[config.mk]
export PLATFORM = sky130hd
export DESIGN_NAME = vram_scanout
export DESIGN_NICKNAME = d
export VERILOG_FILES = /design/src/rtl/video_pkg.sv /design/src/rtl/vga_timing.sv /design/src/rtl/vram_scanout.sv
export SDC_FILE = /design/constraint.sdc
export NUM_CORES = 1
export LEC_CHECK = 0
export BUFFER_PORTS_ARGS = -buffer_cell sky130_fd_sc_hd__buf_2
export CORE_MARGIN = 4
export CORE_UTILIZATION = 57
export DETAILED_ROUTE_END_ITERATION = 10
export GPL_TIMING_DRIVEN = 0
export PLACE_DENSITY = 0.86
export SLEW_MARGIN = 20
export SYNTH_ARGS = -nofsm -noshare
export SYNTH_HDL_FRONTEND = slang
export SYNTH_SLANG_ARGS = --single-unit
[constraint.sdc]
create_clock -name clk -period 2.5 [get_ports clk]
set_input_delay 0.125 -clock clk [delete_from_list [all_inputs] [get_ports clk]]
set_output_delay 0.125 -clock clk [all_outputs]
set_load 0.005 [all_outputs]
[src/rtl/video_pkg.sv]
// Shared video definitions: VGA 640x480 timing, framebuffer geometry and pixel types.
// Used by the timing generator and the VRAM scanout pipeline.
package video_pkg;

   localparam int CNT_W = 10;

   localparam int H_VISIBLE = 640;
   localparam int H_FRONT   = 16;
   localparam int H_SYNC    = 96;
   localparam int H_BACK    = 48;
   localparam int V_VISIBLE = 480;
   localparam int V_FRONT   = 10;
   localparam int V_SYNC    = 2;
   localparam int V_BACK    = 33;
   localparam int H_TOTAL   = H_VISIBLE + H_FRONT + H_SYNC + H_BACK;
   localparam int V_TOTAL   = V_VISIBLE + V_FRONT + V_SYNC + V_BACK;

   localparam int FB_W  = 128;
   localparam int FB_H  = 64;
   localparam int FB_XW = 7;
   localparam int FB_YW = 6;
   localparam int PIX_W = 2;

   typedef logic [PIX_W-1:0] pixel_t;

   // Per-pixel control bits carried alongside the VRAM read.
   typedef struct packed {
      logic hs;
      logic vs;
      logic vis;
      logic win;
   } sync_bits_t;

   function automatic logic in_range(input logic [CNT_W-1:0] val, input int lo, input int hi);
      return (int'(val) >= lo) && (int'(val) < hi);
   endfunction

endpackage

[src/rtl/vga_timing.sv]
// Raster counters for one VGA frame plus the combinational sync / visible decode.
// Counters advance only on pix_ce; frame_wrap flags the tick that returns to (0,0).
module vga_timing
   import video_pkg::*;
#(
   parameter int H_VISIBLE = video_pkg::H_VISIBLE,
   parameter int H_FRONT   = video_pkg::H_FRONT,
   parameter int H_SYNC    = video_pkg::H_SYNC,
   parameter int H_BACK    = video_pkg::H_BACK,
   parameter int V_VISIBLE = video_pkg::V_VISIBLE,
   parameter int V_FRONT   = video_pkg::V_FRONT,
   parameter int V_SYNC    = video_pkg::V_SYNC,
   parameter int V_BACK    = video_pkg::V_BACK
) (
   input  logic             clk,
   input  logic             reset,
   input  logic             pix_ce,
   output logic [CNT_W-1:0] h_cnt,
   output logic [CNT_W-1:0] v_cnt,
   output logic             hs0,
   output logic             vs0,
   output logic             vis0,
   output logic             frame_wrap
);

   localparam int H_TOT    = H_VISIBLE + H_FRONT + H_SYNC + H_BACK;
   localparam int V_TOT    = V_VISIBLE + V_FRONT + V_SYNC + V_BACK;
   localparam int HS_START = H_VISIBLE + H_FRONT;
   localparam int VS_START = V_VISIBLE + V_FRONT;

   logic [CNT_W-1:0] h_cnt_reg, h_cnt_next;
   logic [CNT_W-1:0] v_cnt_reg, v_cnt_next;
   logic             h_last, v_last;

   always_comb begin
      h_last     = (h_cnt_reg == CNT_W'(H_TOT - 1));
      v_last     = (v_cnt_reg == CNT_W'(V_TOT - 1));
      h_cnt_next = h_last ? '0 : h_cnt_reg + CNT_W'(1);
      v_cnt_next = v_cnt_reg;
      // Line and frame wrap land in the same tick, no extra cycle.
      if (h_last) begin
         v_cnt_next = v_last ? '0 : v_cnt_reg + CNT_W'(1);
      end
   end

   always_ff @(posedge clk) begin
      if (reset) begin
         h_cnt_reg <= '0;
         v_cnt_reg <= '0;
      end else if (pix_ce) begin
         h_cnt_reg <= h_cnt_next;
         v_cnt_reg <= v_cnt_next;
      end
   end

   assign h_cnt      = h_cnt_reg;
   assign v_cnt      = v_cnt_reg;
   assign hs0        = in_range(h_cnt_reg, HS_START, HS_START + H_SYNC);
   assign vs0        = in_range(v_cnt_reg, VS_START, VS_START + V_SYNC);
   assign vis0       = in_range(h_cnt_reg, 0, H_VISIBLE) && in_range(v_cnt_reg, 0, V_VISIBLE);
   assign frame_wrap = h_last && v_last;

endmodule

[src/rtl/vram_scanout.sv]
// Reads the 128x64 2bpp framebuffer in raster order and replicates each pixel into a
// centred window of the VGA frame; outputs are two pix_ce ticks behind the counters.
module vram_scanout
   import video_pkg::*;
#(
   parameter int   H_VISIBLE   = video_pkg::H_VISIBLE,
   parameter int   H_FRONT     = video_pkg::H_FRONT,
   parameter int   H_SYNC      = video_pkg::H_SYNC,
   parameter int   H_BACK      = video_pkg::H_BACK,
   parameter int   V_VISIBLE   = video_pkg::V_VISIBLE,
   parameter int   V_FRONT     = video_pkg::V_FRONT,
   parameter int   V_SYNC      = video_pkg::V_SYNC,
   parameter int   V_BACK      = video_pkg::V_BACK,
   parameter int   SCALE_SHIFT = 2,
   parameter int   X_OFFSET    = 64,
   parameter int   Y_OFFSET    = 112,
   parameter logic SYNC_ACTIVE = 1'b0
) (
   input  logic             clk,
   input  logic             reset,
   input  logic             pix_ce,
   output logic [FB_XW-1:0] scan_hpos,
   output logic [FB_YW-1:0] scan_vpos,
   input  logic [PIX_W-1:0] scan_pixel,
   output logic             hsync,
   output logic             vsync,
   output logic             video_on,
   output logic [PIX_W-1:0] pixel_out,
   output logic             frame_start
);

   localparam int X_END = X_OFFSET + (FB_W << SCALE_SHIFT);
   localparam int Y_END = Y_OFFSET + (FB_H << SCALE_SHIFT);

   logic [CNT_W-1:0] h_cnt, v_cnt;
   logic [CNT_W-1:0] h_off, v_off;
   logic             hs0, vs0, vis0, frame_wrap;

   sync_bits_t       stage0, stage1_reg;
   logic [FB_XW-1:0] scan_hpos_reg, scan_hpos_next;
   logic [FB_YW-1:0] scan_vpos_reg, scan_vpos_next;
   logic             hsync_reg, vsync_reg, video_on_reg, frame_start_reg;
   pixel_t           pixel_reg, pixel_next;

   vga_timing #(
      .H_VISIBLE (H_VISIBLE),
      .H_FRONT   (H_FRONT),
      .H_SYNC    (H_SYNC),
      .H_BACK    (H_BACK),
      .V_VISIBLE (V_VISIBLE),
      .V_FRONT   (V_FRONT),
      .V_SYNC    (V_SYNC),
      .V_BACK    (V_BACK)
   ) u_timing (
      .clk        (clk),
      .reset      (reset),
      .pix_ce     (pix_ce),
      .h_cnt      (h_cnt),
      .v_cnt      (v_cnt),
      .hs0        (hs0),
      .vs0        (vs0),
      .vis0       (vis0),
      .frame_wrap (frame_wrap)
   );

   // Offsets wrap modulo 2^CNT_W; outside the window the address is don't-care.
   always_comb begin
      h_off          = h_cnt - CNT_W'(X_OFFSET);
      v_off          = v_cnt - CNT_W'(Y_OFFSET);
      scan_hpos_next = FB_XW'(h_off >> SCALE_SHIFT);
      scan_vpos_next = FB_YW'(v_off >> SCALE_SHIFT);
      stage0.hs      = hs0;
      stage0.vs      = vs0;
      stage0.vis     = vis0;
      stage0.win     = vis0 && in_range(h_cnt, X_OFFSET, X_END)
                            && in_range(v_cnt, Y_OFFSET, Y_END);
      pixel_next     = stage1_reg.win ? pixel_t'(scan_pixel) : '0;
   end

   always_ff @(posedge clk) begin
      if (reset) begin
         scan_hpos_reg   <= '0;
         scan_vpos_reg   <= '0;
         stage1_reg      <= '0;
         hsync_reg       <= ~SYNC_ACTIVE;
         vsync_reg       <= ~SYNC_ACTIVE;
         video_on_reg    <= 1'b0;
         pixel_reg       <= '0;
         frame_start_reg <= 1'b0;
      end else begin
         // Re-evaluated every clk so the pulse never outlasts one clk.
         frame_start_reg <= pix_ce && frame_wrap;
         if (pix_ce) begin
            scan_hpos_reg <= scan_hpos_next;
            scan_vpos_reg <= scan_vpos_next;
            stage1_reg    <= stage0;
            hsync_reg     <= stage1_reg.hs ? SYNC_ACTIVE : ~SYNC_ACTIVE;
            vsync_reg     <= stage1_reg.vs ? SYNC_ACTIVE : ~SYNC_ACTIVE;
            video_on_reg  <= stage1_reg.vis;
            pixel_reg     <= pixel_next;
         end
      end
   end

   assign scan_hpos   = scan_hpos_reg;
   assign scan_vpos   = scan_vpos_reg;
   assign hsync       = hsync_reg;
   assign vsync       = vsync_reg;
   assign video_on    = video_on_reg;
   assign pixel_out   = pixel_reg;
   assign frame_start = frame_start_reg;

endmodule

==> impl_metrics.env, run 1 <==
export IMPL_synth_fa_ha_area_share_pct=7.17
export IMPL_max_clock_freq_mhz=470
export IMPL_cts_tree="done"
export IMPL_wl_mm=4.35
export IMPL_drv_slew=0
export IMPL_row_count=21
export IMPL_max_cap_violations=0
export IMPL_status="finished clean"
export IMPL_power_density_nw_per_um2=552
export IMPL_drive_above_1_share_pct=14.9
export IMPL_die_w_um=68.6
export IMPL_max_stage_delay_ns=0.51
export IMPL_pwr_share_comb_pct=5.1
export IMPL_clockPowerShare_pct=41.3
export IMPL_hpwl_mm=3.11
export IMPL_internal_power_mw=1.02
export IMPL_period_needed_ns=2.13
export IMPL_slew_headroom_pct=52.7
export IMPL_die_height_um=68.6
export IMPL_post_route_util_pct=69.1
export IMPL_layout_nets=284
export IMPL_drt_initial_drc_count=112
export IMPL_root_buffer="clkbuf_8"
export IMPL_dr_pass1_iters=4
export IMPL_post_route_period_util_pct=85.0
export IMPL_worst_pin_slew_ns=0.710
export IMPL_fin_area_um2=2380
export IMPL_switching_share_pct=22.2
export IMPL_cts_repair_resized=0
export IMPL_yosys_area_top_type="dfxtp_1"
export IMPL_crit_chain="ha_1, nand3_2, nor3_1, or2_2, clkbuf_1, nor2_1"
export IMPL_worst_ir_drop_vdd_v=0.000347
export IMPL_syn2layout_area_growth_pct=13.6
export IMPL_grt_max_degree=15
export IMPL_numCtsBuffers=5
export IMPL_async_reset_ff_share_pct=0
export IMPL_synthFlopType="dfxtp_1"
export IMPL_htree_num_levels=2
export IMPL_hold_violations=0
export IMPL_fillers=261
export IMPL_drc=0
export IMPL_synth_top_family_by_area="simple AND/OR/NAND/NOR gates"
export IMPL_total_leakage_power_nw=0.904
export IMPL_yosys_warnings=0
export IMPL_synth_xor_area_share_pct=7.11
export IMPL_n_antenna_cell=0
export IMPL_synth_top_area_share_pct=41.1
export IMPL_hold_ws_ns=0.0953
export IMPL_total_power_mw=1.31
export IMPL_clock_sinks=43
export IMPL_path_class="flip-flop to flip-flop"
export IMPL_synth_compound_area_share_pct=8.24
export IMPL_yosysSeqAreaShare_pct=41.1
export IMPL_synth_top_cells_by_area="dfxtp_1 (41%), ha_1 (7.2%), nor2_1 (6.3%)"
export IMPL_vias=1744
export IMPL_syn_area_per_cell_um2=8.84
export IMPL_clockBufferDepth=2
export IMPL_io_buffers=23
export IMPL_antenna_left=0
export IMPL_critPathCaptureType="flip-flop"
export IMPL_crit_fanout=9
export IMPL_p_seq_share_pct=53.6
export IMPL_placed_area_um2=2270
export IMPL_clk_latency_ns=0.30
export IMPL_fin_tns_setup_ns=0
export IMPL_cts_setup_buffers=0
export IMPL_synth_seq_cells=43
export IMPL_grt_pass1_vias=1555
export IMPL_start_kind="flip-flop"
export IMPL_dieArea_um2=4710
export IMPL_synth_edf_count=0
export IMPL_hp_class="input port to flip-flop"
export IMPL_clk_pin_slew_worst_paths_ns=0.09
export IMPL_ys_types=42
export IMPL_finalSetupViolCount=0
export IMPL_synthCells=237
export IMPL_ios=24
export IMPL_gp_congestion=0.869
export IMPL_finClkSkew_ns=0.0109
export IMPL_wl_per_cell_um=13.8
export IMPL_holdBufCountCts=0
export IMPL_multi_input_area_um2=1130
export IMPL_synthSimpleGateAreaFrac_pct=25.1
export IMPL_core_area_um2=3440
export IMPL_regArea_um2=861
export IMPL_start_util_pct=60.9
export IMPL_worstPathArrival_ns=2.31
export IMPL_p_switching_mw=0.292
export IMPL_cp_slowest_cell="nor3_1"
export IMPL_required_ns=2.68
export IMPL_rsz0062_at_grt="false"
export IMPL_syn_cell_area_um2=2090
export IMPL_grt_pass1_wl_mm=7.16
export IMPL_grtUsageTotal_pct=20.8
export IMPL_viasPerCell=5.55
export IMPL_muxShareOfSynthArea_pct=6.21
export IMPL_overflow=0
export IMPL_synth_fp_nets=254
export IMPL_antenna_found_initial=0
[logic make-up (layout without fill, tap and decap cells)]
family | count (synthesis) | count (layout)
compound gates | 25 | 25
simple gates | 100 | 100
xor+xnor | 17 | 17
fa+ha+maj | 12 | 12
buf+inv | 27 | 58
mux | 13 | 13
flops | 43 | 43
[final timing paths]
| kind | from | depth (start not counted) | endpoint | slack [ns] |
|---|---|---|---|---|
| setup / recovery | u_timing.h_cnt[0]$_SDFFE_PP0P_ | 6 | u_timing.h_cnt[6]$_SDFFE_PP0P_ | 0.37 |
| hold / removal | scan_pixel[0] | 3 | pixel_out[0]$_SDFFE_PP0P_ | 0.1 |
| setup reg to reg | u_timing.h_cnt[0]$_SDFFE_PP0P_ | 6 | u_timing.h_cnt[6]$_SDFFE_PP0P_ | 0.37 |
| hold reg to reg | pixel_out[1]$_SDFFE_PP0P_ | 2 | pixel_out[1]$_SDFFE_PP0P_ | 0.47 |
[synth_stat cells (all sizes together), types with 2 or more instances]
cell / instances
dfxtp: 43
nor3: 6
nor2b: 2
nand2b: 8
or4: 2
a211oi: 4
nor4: 6
nand4b: 2
xor2: 4
nand2: 14
o21ai: 5
inv: 11
nand3: 10
nor2: 35
xnor2: 13
or3: 3
ha: 12
a21oi: 7
nand4: 6
clkbuf: 14
mux2i: 13
o2111ai: 2
buf: 2
[placed cells by master (no fill, tap or decap), types with 2 or more instances in the layout]
cell / count
o2111ai_1: 2
nor3_1: 6
nand4_1: 6
clkbuf_8: 5
nand3_1: 9
nor2_1: 35
a211oi_1: 4
nor2b_1: 2
ha_1: 12
inv_1: 11
nand2_1: 14
dfxtp_1: 43
clkbuf_1: 13
mux2i_1: 13
nor4_1: 6
o21ai_0: 5
xnor2_1: 13
a21oi_1: 6
nand2b_1: 8
buf_2: 23
xor2_1: 4
or3_1: 3
[final cells by class]
class	instances	share of cell area [%]
Tap cell	46	2.42
Clock buffer	5	2.89
Buffer	16	2.73
Sequential cell	43	36.2
Clock inverter	3	1.84
Inverter	11	1.74
Timing Repair Buffer	23	4.84
Multi-Input combinational cell	167	47.4
[metal layers]
| metal | global-route usage [%] | wire [um] | up-vias |
|---|---|---|---|
| met2 | 33.1 | 2080 | 43 |
| met4 | 7.44 | 62 | 0 |
| met1 | 26.7 | 1960 | 823 |
| met5 | 0 | 0 | - |
| li1 | - | - | 872 |
| met3 | 5.83 | 248 | 6 |
[metrics by stage]
stage | cells | setup WS (ns)
2_1_floorplan | 237 | 0.611
3_3_place_gp | 306 | 0.484
3_5_place_dp | 306 | 0.425
6_report | 314 | 0.375
4_1_cts | 314 | 0.409
5_1_grt | 314 | 0.175
[power by group through the flow]
stage	Clock, mW	Sequential (mW)	Combinational, mW
after detailed placement	0	0.720	0.0661
after global placement	0	0.719	0.0639
after global routing	0.579	0.704	0.0745
after CTS	0.548	0.703	0.0673
after floorplan	0	0.720	0.0430
final	0.542	0.704	0.0674
[critical path, delay by kind of cell (launching register included)]
| kind | cells | cell delay, ns |
|---|---|---|
| adders and majority gates | 1 | 0.24 |
| buffers and inverters | 1 | 0.34 |
| DFF | 1 | 0.40 |
| and+or+nand+nor | 4 | 1.03 |
(Power assumes the default switching activity.)
==> inputs of run 2 (changes only) <==
Settings changed: CORE_ASPECT_RATIO set to 0.6, CTS_CLUSTER_DIAMETER set to 120.
==> run 2 against run 1 <==
Global-route usage is 0.14 points higher. Die area is 0.67% higher. Largest power group unchanged. Largest cell class unchanged. Non-clock buffer count stayed put. Utilization is 0.79 points higher. Sequential share of layout area is 0.21 points higher. First-iteration DRC count is 20% higher. Critical path depth stayed put.
==> impl_metrics.env, run 2 (synthesis gave the netlist of run 1 again) <==
export IMPL_path_depth=6
export IMPL_overflow=0
export IMPL_drv_slew=0
export IMPL_numCtsBuffers=5
export IMPL_worst_pin_slew_ns=0.771
export IMPL_status="finished clean"
export IMPL_n_antenna_cell=0
export IMPL_dieArea_um2=4740
export IMPL_dr_pass1_iters=4
export IMPL_cts_repair_resized=0
export IMPL_crit_buf_inv=1
export IMPL_met3_usage_pct=4.73
export IMPL_clockBufferDepth=2
export IMPL_grtUsageMet2_pct=29.7
export IMPL_cts_setup_buffers=0
export IMPL_drive_above_1_share_pct=14.6
export IMPL_grt_busiest_layer="met1"
export IMPL_layout_common_cells="dfxtp_1 (43), nor2_1 (35), buf_2 (23), clkbuf_1 (14), nand2_1 (14)"
export IMPL_clock_sinks=43
export IMPL_cp_slowest_cell="or4_4"
export IMPL_antenna_found_initial=0
export IMPL_gp_congestion=0.834
export IMPL_crit_chain="inv_1, ha_1, nand4b_4, or4_4, or3_1, a21oi_2"
export IMPL_max_cap_violations=0
export IMPL_rsz0062_at_grt="false"
export IMPL_worst_ir_drop_vdd_v=0.000319
export IMPL_ios=24
export IMPL_regArea_um2=861
export IMPL_max_clock_freq_mhz=480
export IMPL_slew_headroom_pct=48.6
export IMPL_start_kind="flip-flop"
export IMPL_finClkSkew_ns=0.00471
export IMPL_final_common_cell="dfxtp_1"
export IMPL_met1_usage_pct=31.2
export IMPL_antenna_left=0
export IMPL_finalSetupViolCount=0
export IMPL_io_buffers=23
export IMPL_total_leakage_power_nw=0.898
export IMPL_hpwl_mm=3.22
export IMPL_root_buffer="clkbuf_8"
export IMPL_required_ns=2.74
export IMPL_holdBufCountCts=0
export IMPL_fin_tns_setup_ns=0
export IMPL_layout_nets=284
export IMPL_grt_max_degree=13
export IMPL_post_route_period_util_pct=83.3
export IMPL_path_class="flip-flop to flip-flop"
export IMPL_wl_mm=4.38
export IMPL_crit_family="simple AND/OR/NAND/NOR gates"
export IMPL_clk_latency_ns=0.30
export IMPL_whs_path_depth=3
export IMPL_die_height_um=55.0
export IMPL_critPathCaptureType="flip-flop"
export IMPL_period_needed_ns=2.08
export IMPL_multi_input_area_um2=1130
export IMPL_hold_violations=0
export IMPL_vias=1688
export IMPL_die_w_um=86.3
export IMPL_post_route_util_pct=69.9
export IMPL_crit_fanout=7
export IMPL_worstPathArrival_ns=2.32
export IMPL_max_stage_delay_ns=0.59
export IMPL_power_density_nw_per_um2=529
export IMPL_drt_initial_drc_count=134
export IMPL_grt_pass1_wl_mm=7.49
export IMPL_htree_num_levels=2
export IMPL_row_count=16
export IMPL_viasPerCell=5.39
export IMPL_r2r_cells=6
export IMPL_fillers=293
export IMPL_syn2layout_area_growth_pct=13.0
export IMPL_wl_per_cell_um=14.0
export IMPL_start_util_pct=61.9
export IMPL_clk_pin_slew_worst_paths_ns=0.08
export IMPL_cts_tree="done"
export IMPL_hp_class="input port to flip-flop"
export IMPL_drc=0
export IMPL_core_area_um2=3380
export IMPL_grt_pass1_vias=1527
export IMPL_grtUsageTotal_pct=20.9
run 2: cell types whose count changed in the layout (fill, tap and decap cells not counted):
cell	delta
clkbuf_1	+1
clkinv_4	-1
clkbuf_8	+2
clkinv_2	-1
bufinv_16	-1
run 2: worst register-to-register path, stage by stage (launching register included):
cell      delay, ns
dfxtp_1        0.38
inv_1          0.12
ha_1           0.24
nand4b_4       0.17
or4_4          0.59
or3_1          0.38
a21oi_2        0.13
run 2: worst paths after layout:
check | from | end | slack, ns
max | u_timing.h_cnt[6]$_SDFFE_PP0P_ | u_timing.v_cnt[9]$_SDFFE_PP0P_ | 0.42
min | scan_pixel[0] | pixel_out[0]$_SDFFE_PP0P_ | 0.1
max reg2reg | u_timing.h_cnt[6]$_SDFFE_PP0P_ | u_timing.v_cnt[9]$_SDFFE_PP0P_ | 0.42
min reg2reg | pixel_out[1]$_SDFFE_PP0P_ | pixel_out[1]$_SDFFE_PP0P_ | 0.47
run 2: layout make-up:
class | count | area share, %
Multi-Input combinational cell | 167 | 47.6
Sequential cell | 43 | 36.4
Timing Repair Buffer | 23 | 4.87
Clock buffer | 8 | 4.23
Buffer | 16 | 2.75
Tap cell | 45 | 2.38
Inverter | 11 | 1.75
run 2: metrics by stage:
stage	std cells	instance area (um^2)	hold WS, ns	worst slack [ns]	power [mW]
detailed placement	305	2270	0.409	0.451	0.788
global route	313	2370	0.104	0.242	1.30
floorplan	237	2090	0.293	0.611	0.763
global placement	305	2270	0.401	0.454	0.785
finish	313	2370	0.0956	0.418	1.25
CTS	313	2370	0.0935	0.433	1.26
run 2: per-layer routing:
metal / up-vias / routed length (um)
li1: 869 / -
met1: 768 / 2260
met5: - / 0
met4: 0 / 55
met2: 45 / 1740
met3: 6 / 320
run 2: where the power goes:
part,leakage (nW),internal (mW),switching (mW)
Combinational,0.497,0.0277,0.0411
Clock,0.0515,0.252,0.227
Sequential,0.349,0.696,0.00734
